`src/rtl/mem_port_arb.sv`:
```
// Memory-port arbiter: serialises NCH requesters onto one registered memory port with
// MEMRDY wait handshake, fixed-priority or round-robin grant, and an optional bus timeout.
module mem_port_arb #(
   parameter int unsigned NCH     = 4,
   parameter int unsigned ADDR_W  = 32,
   parameter int unsigned DATA_W  = 16,
   parameter int unsigned ARB_RR  = 0,
   parameter int unsigned TMO_CYC = 64
) (
   input  logic                    CLK,
   input  logic                    RST_N,
   input  logic [NCH-1:0]          req,
   input  logic [NCH-1:0]          we,
   input  logic [NCH*ADDR_W-1:0]   req_addr,
   input  logic [NCH*DATA_W-1:0]   req_wdata,
   output logic [NCH-1:0]          done,
   output logic [DATA_W-1:0]       rdata,
   output logic                    err,
   output logic                    err_sticky,
   output logic [$clog2(NCH)-1:0]  err_ch,
   output logic                    busy,
   output logic [ADDR_W-1:0]       addr,
   output logic [DATA_W-1:0]       memDat,
   output logic                    memWrite,
   input  logic [DATA_W-1:0]       MEMD,
   input  logic                    MEMRDY
);

   localparam int unsigned CH_W  = $clog2(NCH);
   localparam int unsigned CNT_W = (TMO_CYC > 0) ? $clog2(TMO_CYC + 1) : 1;

   typedef enum logic [1:0] {StIdle, StWait, StDone} state_e;

   state_e              state_q, state_d;
   logic [CH_W-1:0]     gnt_q, gnt_d, rr_ptr_q, rr_ptr_d, win;
   logic [CH_W:0]       idx;
   logic                found, tmo_hit;
   logic [ADDR_W-1:0]   sel_addr, addr_q, addr_d;
   logic [DATA_W-1:0]   sel_wdata, mem_dat_q, mem_dat_d, rdata_q, rdata_d;
   logic [NCH-1:0]      done_q, done_d;
   logic                err_q, err_d, err_sticky_q, err_sticky_d, busy_q, busy_d;
   logic                mem_write_q, mem_write_d;
   logic [CH_W-1:0]     err_ch_q, err_ch_d;

   // Search starts at the round-robin pointer, or at channel 0 in fixed-priority mode.
   always_comb begin
      win   = '0;
      found = 1'b0;
      idx   = '0;
      for (int unsigned i = 0; i < NCH; i++) begin
         if (ARB_RR != 0) begin
            idx = {1'b0, rr_ptr_q} + (CH_W+1)'(i);
            if (idx >= (CH_W+1)'(NCH)) idx = idx - (CH_W+1)'(NCH);
         end else begin
            idx = (CH_W+1)'(i);
         end
         if (!found && req[idx[CH_W-1:0]]) begin
            found = 1'b1;
            win   = idx[CH_W-1:0];
         end
      end
   end

   always_comb begin
      sel_addr  = '0;
      sel_wdata = '0;
      for (int unsigned i = 0; i < NCH; i++) begin
         if (win == CH_W'(i)) begin
            sel_addr  = req_addr[i*ADDR_W +: ADDR_W];
            sel_wdata = req_wdata[i*DATA_W +: DATA_W];
         end
      end
   end

   if (TMO_CYC > 0) begin : g_tmo
      logic [CNT_W-1:0] cnt_q;
      always_ff @(posedge CLK or negedge RST_N) begin
         if (!RST_N) begin
            cnt_q <= '0;
         end else if (state_q != StWait) begin
            cnt_q <= '0;
         end else if (!MEMRDY && cnt_q != '1) begin
            cnt_q <= cnt_q + 1'b1;
         end
      end
      assign tmo_hit = (state_q == StWait) && !MEMRDY && (cnt_q == CNT_W'(TMO_CYC - 1));
   end else begin : g_no_tmo
      assign tmo_hit = 1'b0;
   end

   always_comb begin
      state_d      = state_q;
      gnt_d        = gnt_q;
      rr_ptr_d     = rr_ptr_q;
      addr_d       = addr_q;
      mem_dat_d    = mem_dat_q;
      mem_write_d  = mem_write_q;
      rdata_d      = rdata_q;
      done_d       = '0;
      err_d        = 1'b0;
      err_sticky_d = err_sticky_q;
      err_ch_d     = err_ch_q;
      busy_d       = busy_q;
      case (state_q)
         StIdle: begin
            if (|req) begin
               gnt_d       = win;
               rr_ptr_d    = (win == CH_W'(NCH - 1)) ? '0 : win + 1'b1;
               addr_d      = sel_addr;
               mem_dat_d   = sel_wdata;
               mem_write_d = we[win];
               busy_d      = 1'b1;
               state_d     = StWait;
            end else begin
               addr_d      = '0;
               mem_dat_d   = '0;
               mem_write_d = 1'b0;
            end
         end
         StWait: begin
            if (MEMRDY) begin
               rdata_d        = MEMD;
               done_d[gnt_q]  = 1'b1;
               mem_write_d    = 1'b0;
               state_d        = StDone;
            end else if (tmo_hit) begin
               rdata_d        = '0;
               done_d[gnt_q]  = 1'b1;
               err_d          = 1'b1;
               err_sticky_d   = 1'b1;
               err_ch_d       = gnt_q;
               mem_write_d    = 1'b0;
               state_d        = StDone;
            end
         end
         StDone: begin
            addr_d  = '0;
            busy_d  = 1'b0;
            state_d = StIdle;
         end
         default: state_d = StIdle;
      endcase
   end

   always_ff @(posedge CLK or negedge RST_N) begin
      if (!RST_N) begin
         state_q      <= StIdle;
         gnt_q        <= '0;
         rr_ptr_q     <= '0;
         addr_q       <= '0;
         mem_dat_q    <= '0;
         mem_write_q  <= 1'b0;
         rdata_q      <= '0;
         done_q       <= '0;
         err_q        <= 1'b0;
         err_sticky_q <= 1'b0;
         err_ch_q     <= '0;
         busy_q       <= 1'b0;
      end else begin
         state_q      <= state_d;
         gnt_q        <= gnt_d;
         rr_ptr_q     <= rr_ptr_d;
         addr_q       <= addr_d;
         mem_dat_q    <= mem_dat_d;
         mem_write_q  <= mem_write_d;
         rdata_q      <= rdata_d;
         done_q       <= done_d;
         err_q        <= err_d;
         err_sticky_q <= err_sticky_d;
         err_ch_q     <= err_ch_d;
         busy_q       <= busy_d;
      end
   end

   assign done       = done_q;
   assign rdata      = rdata_q;
   assign err        = err_q;
   assign err_sticky = err_sticky_q;
   assign err_ch     = err_ch_q;
   assign busy       = busy_q;
   assign addr       = addr_q;
   assign memDat     = mem_dat_q;
   assign memWrite   = mem_write_q;

endmodule

```
`config.mk`:
```
export PLATFORM = sky130hd
export DESIGN_NAME = mem_port_arb
export DESIGN_NICKNAME = d
export VERILOG_FILES = /design/src/rtl/mem_port_arb.sv
export SDC_FILE = /design/constraint.sdc
export NUM_CORES = 1
export LEC_CHECK = 0
export CORE_UTILIZATION = 34
export CTS_BUF_LIST = sky130_fd_sc_hd__clkbuf_4 sky130_fd_sc_hd__clkbuf_8
export CTS_CLUSTER_DIAMETER = 30
export DETAILED_ROUTE_END_ITERATION = 10
export GPL_ROUTABILITY_DRIVEN = 0
export PLACE_DENSITY = 0.82
export SYNTH_ARGS = -nofsm -noshare
export SYNTH_HDL_FRONTEND = slang
export SYNTH_SLANG_ARGS = --single-unit
export TNS_END_PERCENT = 50
```
`constraint.sdc`:
```
create_clock -name CLK -period 1.8 [get_ports CLK]
set_input_delay 0.18 -clock CLK [delete_from_list [all_inputs] [get_ports CLK]]
set_output_delay 0.18 -clock CLK [all_outputs]
set_load 0.05 [all_outputs]
```
# --- After elaboration in Yosys (flattened, before gate mapping) ---
# Cells that the tools add are included.
op_classes:
  n_eq_ne: 10
  bitwise: 1
  addsub: 1
  mux: 41
  reduce_logical: 24
  magnitude_cmp: 3
op_table:
  columns: ["operator", "n"]
  rows:
  - ["$mux W32", 5]
  - ["$mux W16", 7]
  - ["$pmux W32 S2", 1]
  - ["$mux W7", 2]
  - ["$mux W1", 13]
  - ["$mux W4", 3]
  - ["$mux W2", 5]
  - ["$reduce_and A2 Y1", 5]
  - ["$reduce_bool A2 Y1", 4]
  - ["$add A7 B1 Y7 const B", 1]
  - ["$eq A7 B6 Y1 const B", 1]
  - ["$logic_and A1 B1 Y1", 7]
  - ["$ne A7 B7 Y1 const B", 1]
  - ["$eq A2 B2 Y1 const B", 3]
  - ["$lt A2 B3 Y1 const B", 2]
  - ["$eq A2 B1 Y1 const B", 2]
  - ["$logic_not A1 Y1", 4]
  - ["$logic_not A2 Y1", 2]
  - ["$pmux W1 S2", 2]
  - ["$pmux W2 S2", 1]
  - ["$reduce_or A4 Y1", 1]
  - ["$ne A3 B3 Y1 const B", 1]
  - ["$reduce_and A3 Y1", 1]
  - ["$bmux W1 S2", 1]
  - ["5 further kinds", 5]
word_totals:
  register_bits: 85
  word_cells: 92
  output_inout_bits: 74
  input_bits: 219

# --- Logic depth before layout (Yosys ltp) ---
# Gate-level depths: netlist (run 1).
logic_depth:
  depth_word: 17
  ltp_mapped: 8
  ltp_nobuf: 6

# --- Worst setup path after synthesis (run 1) ---
# No wires, ideal clock.
synth_timing:
  path_kind: "register to register"
  startpoint: "reg g_tmo.cnt_q[0]"
  endpoint: "reg err_ch_q[0], in the netlist err_ch[0]"
  synth_period_minus_slack_ns: 1.898
  t_arrival_ns: 1.773
  setup_slack_ns: -0.098
  setup_ns: 0.125
  required_time_ns: 1.675
  path_buffers: 0
  path_stages_with_launch: 6
  cell_sequence: "dfrtp_1 ha_1 nand4_1 or2_2 nor4_1 mux2_2"
synth_via:
  elab_chain_len: 3
synth_lines:
  columns: ["item", "line", "rtl"]
  rows:
  - ["from (decl)", "76", "logic [CNT_W-1:0] cnt_q;"]
  - ["from (signal assigned)", "83", "cnt_q <= cnt_q + 1'b1;"]
  - ["$eq A7 B6 Y1", "86", "assign tmo_hit = (state_q == StWait) && !MEMRDY && (cnt_q == CNT_W'(TMO_CYC - 1));"]
  - ["$logic_and A1 B1 Y1", "86", null]
  - ["$reduce_and A3 Y1 (no line)", null, null]
  - ["to (signal assigned)", "170", "err_ch_q <= err_ch_d;"]
  - ["to (decl)", "43", "logic [CH_W-1:0] err_ch_q, err_ch_d;"]
# Every way passes these cells.
# A chain may end at the register's enable or synchronous reset.

# --- Final worst setup path (run 1) ---
layout_timing:
  startpoint: "reg g_tmo.cnt_q[0]"
  endpoint: "reg rdata_q[13], in the netlist rdata[13]"
layout_via:
  elab_chain_len: 4
layout_lines:
  columns: ["item", "line", "rtl"]
  rows:
  - ["$eq A7 B6 Y1", "86", null]
  - ["$logic_and A1 B1 Y1", "86", null]
  - ["$reduce_bool A2 Y1 (no line)", null, null]
  - ["$reduce_and A2 Y1 (no line)", null, null]
  - ["to (signal assigned)", "166", "rdata_q <= rdata_d;"]
  - ["to (decl)", "39", "logic [DATA_W-1:0] sel_wdata, mem_dat_q, mem_dat_d, rdata_q, rdata_d;"]
# Every way passes these cells.

==> results of run 1 <==
final cells by class:
| class | count | area, µm² |
|---|---|---|
| multi-input combinational | 331 | 2270 |
| tap | 176 | 220 |
| timing repair buffer | 339 | 3390 |
| fill | 1057 | 4960 |
| clock inverter | 7 | 81.3 |
| sequential | 85 | 2130 |
| clock buffer | 9 | 124 |
| inverter | 3 | 11.3 |
power groups by stage:
stage	clock (mW)	combinational (mW)	sequential, mW
final	1.43	6.74	3.19
after floorplan	0	1.60	5.58
after global routing	1.55	7.05	3.28
after detailed placement	0	6.73	3.20
after global placement	0	6.60	3.17
after CTS	1.46	6.75	3.18
worst max-delay path, delay by kind of cell (launching register included):
kind / cells / cell delay [ns]
simple gates: 2 / 0.40
buf+inv: 1 / 0.18
compound gates: 2 / 0.51
fa+ha+maj: 1 / 0.20
flops: 1 / 0.38
sequential cells by signal, summed over array words and instances, names as in the netlist:
name / flops
gnt_q: 2
busy: 1
memDat: 16
err_ch: 2
rdata: 16
addr: 32
state_q: 2
memWrite: 1
done: 4
g_tmo.cnt_q: 7
err_sticky: 1
err: 1
cells by family (layout without fill, tap and decap cells):
group / Yosys count / count (layout)
xor+xnor: 3 / 3
flops: 85 / 85
compound gates: 180 / 180
buf+inv: 55 / 358
simple gates: 144 / 144
mux: 3 / 3
fa+ha+maj: 1 / 1
worst max-delay path by stage:
stage / depth (start not counted) / endpoint / startpoint / slack [ns]
final: 6 / rdata[13] / g_tmo.cnt_q[0] / 0.02
after global routing: 6 / rdata[9] / g_tmo.cnt_q[0] / -0.08
after CTS: 6 / rdata[9] / g_tmo.cnt_q[1] / -0.01
after detailed placement: 7 / memDat[15] / req[2] / -0.44
after global placement: 7 / memDat[15] / req[2] / -0.36
after floorplan: 6 / memWrite / g_tmo.cnt_q[0] / -0.04
layer usage:
layer	wire, µm	part of all wire	global-route usage	vias to the layer above
li1	-	-	-	2395
met1	7150	0.40	0.303	2624
met2	9130	0.51	0.447	250
met3	1150	0.064	0.0512	40
met4	577	0.032	0.121	0
met5	0	0	0	-
layout by cell type (no fill, tap or decap), types with 3 or more instances in the layout:
| cell type | instances |
|---|---|
| o31ai_1 | 8 |
| clkbuf_8 | 9 |
| dfrtp_1 | 85 |
| or2_2 | 3 |
| a221oi_1 | 13 |
| o21ai_0 | 12 |
| nand3_1 | 43 |
| a21o_1 | 12 |
| nor2b_1 | 5 |
| nand2_1 | 53 |
| a31oi_1 | 28 |
| xor2_1 | 3 |
| a311oi_1 | 12 |
| clkdlybuf4s50_1 | 280 |
| a22o_1 | 45 |
| buf_4 | 43 |
| inv_1 | 3 |
| dlymetal6s2s_1 | 6 |
| buf_12 | 9 |
| nor2_1 | 17 |
| inv_6 | 3 |
| o22ai_1 | 13 |
| a21oi_1 | 7 |
| o22ai_2 | 22 |
repair_timing:
item                                    in CTS  in global routing
pin swaps                                    1                  2
endpoints found under the setup margin      21                 32
hold buffers                                 1                  0
endpoints found under the hold margin       85                  0
gates resized for setup                      2                 12
setup buffers                                1                  1
stage by stage:
stage,power (mW),hold WS (ns)
after floorplan,7.18,-0.116
after global placement,9.77,-0.0270
after detailed placement,9.93,-0.0248
after CTS,11.4,0.113
after global routing,11.9,0.129
final,11.4,0.134
==> summary.txt, run 1 <==
Run status
  – Status: finished clean

Global routing
  – First-pass GRT wire length: 28100 µm
  – Vias in the first global route: 5455
  – Global route total overflow: 0
  – Initial antenna violation count: 0
  – Largest net degree at the start of global routing: 85
  – Total Routing Usage GR: 0.257

Place
  – Dpl cell area: 7950 µm²
  – DP HPWL: 13200 µm
  – # port buffers: 292
  – Setup WS pre-CTS: -0.444 ns
  – Placed instance count: 931

Drt
  – DR iter-0 viols: 297
  – WL final: 18000 µm
  – Via Count: 5309
  – Post-DRT Antenna Nets: 0
  – DR DRC count: 0
  – Pre-Repair DR Iteration Count: 5
  – Via/cell ratio: 5.59
  – Average wire per standard cell: 19.0 µm

Synth
  – Main synth FF type: dfrtp_1
  – Post-Synthesis Net Count: 691
  – Post-Synth XOR/XNOR Area: 0.00572
  – Seq/Total Area, Yosys: 0.463
  – Post-synthesis mux area share: 0.00708
  – Combinational family with the most area after synthesis: compound AO/OA/AOI/OAI gates
  – Synth Area in Simple Gates: 0.149
  – Ys Warns: 0
  – Most common cell in the netlist: dfrtp_1
  – Yosys cell types: 43
  – Post-synth top cells: dfrtp_1 (85), nand2_1 (53), a22o_1 (45)
  – Post-Syn Area per Cell: 9.76 µm²
  – Mapped Cells: 471
  – Cell accounting for the most synthesized area: dfrtp_1
  – Post-Synthesis Cell Area: 4600 µm²
  – Synth Area in Compound Gates: 0.315
  – Asr flop ratio synth: 1.00
  – EDFF count, synth: 0
  – Adder-cell share of the synthesized area: 0.00272
  – Main area contributors after synthesis: dfrtp_1 (46%), a22o_1 (8.6%), o22ai_2 (5.4%)
  – Synthesized flop and latch total: 85
  – Synth top area share: 0.463

Floorplanning
  – Die X: 118 µm
  – Cell row count: 42
  – Starting Density: 0.349
  – DIE AREA: 14000 µm²
  – Die height: 118 µm
  – # IOs: 293
  – Core ar.: 13200 µm²

Power and ir drop
  – Maximum VDD drop: 0.00113 V
  – P_leak: 3.52 nW
  – Switching part of the total: 0.474
  – Pint: 5.98 mW
  – Sw power: 5.38 mW
  – Combinational Power Share: 0.593
  – PwrDens: 1380 nW/µm²
  – Reg power frac: 0.281
  – Clock Power Share: 0.126

Worst setup path
  – Slowest stage delay, CP: 0.38 ns
  – Critical-path top delay cell: dfrtp_1
  – Maximum fanout along the worst path: 16
  – RR Startpoint: g_tmo.cnt_q[0]
  – Reg2reg end: rdata[13]
  – Cell breakdown of the critical path: ha_2 -> nand4_1 -> or2_4 -> o31a_1 -> buf_12 -> a22o_1
  – R2r setup slk: 0.02 ns
  – Crit path kind: reg -> reg
  – Worst-case reg-to-reg path depth: 6
  – Startpoint Class: flip-flop
  – Critical Path RT: 2.06 ns
  – Critical Path Sink Type: flip-flop
  – Arrival @ worst endpoint: 2.03 ns

Timing
  – Final setup margin: 0.0249 ns
  – RSZ-0062 raised after global routing: yes
  – # setup viols final: 0
  – Min cycle time layout: 1.78 ns
  – Slew Viols, Final: 0
  – Fin Clk Skew: 0.00748 ns
  – Worst Tran Pin Value: 0.582 ns
  – Max frequency: 563 MHz
  – Slew margin rel.: 0.612
  – Final worst-path cycle share: 0.986
  – TNS Setup: 0 ns
  – Final Hold Viols: 0

Final layout
  – Final non-filler cell area: 8230 µm²
  – Non-filler cells in the finished layout: 950
  – Final core utilization: 0.624
  – Syn-to-layout area delta: 79.0%
  – Ant. Diodes: 0
  – Share of cells above drive strength 1: 0.140
  – Nets: 989

Min path
  – Worst Hold Class: in -> async

Clock network
  – H-tree level count: 3
  – Clock sink count: 85
  – Clock-pin slew on the worst setup and hold paths: 0.09 ns
  – Clk buf depth: 2
  – CTS root buffer: clkbuf_8
  – Total CTS buffers: 9
  – TritonCTS clock tree: built
  – Clock latency on the worst-skew pair: 0.36 ns

Job
  – Max-cap violations: 0
Note: power is estimated with default switching activity, not from simulation.
==> run 2: changes to the inputs <==
Settings changed: ABC_CLOCK_PERIOD_IN_PS set to 1800.
==> results of run 2 <==
Same layout as run 1: the final DEF is identical, and so are final timing and power.
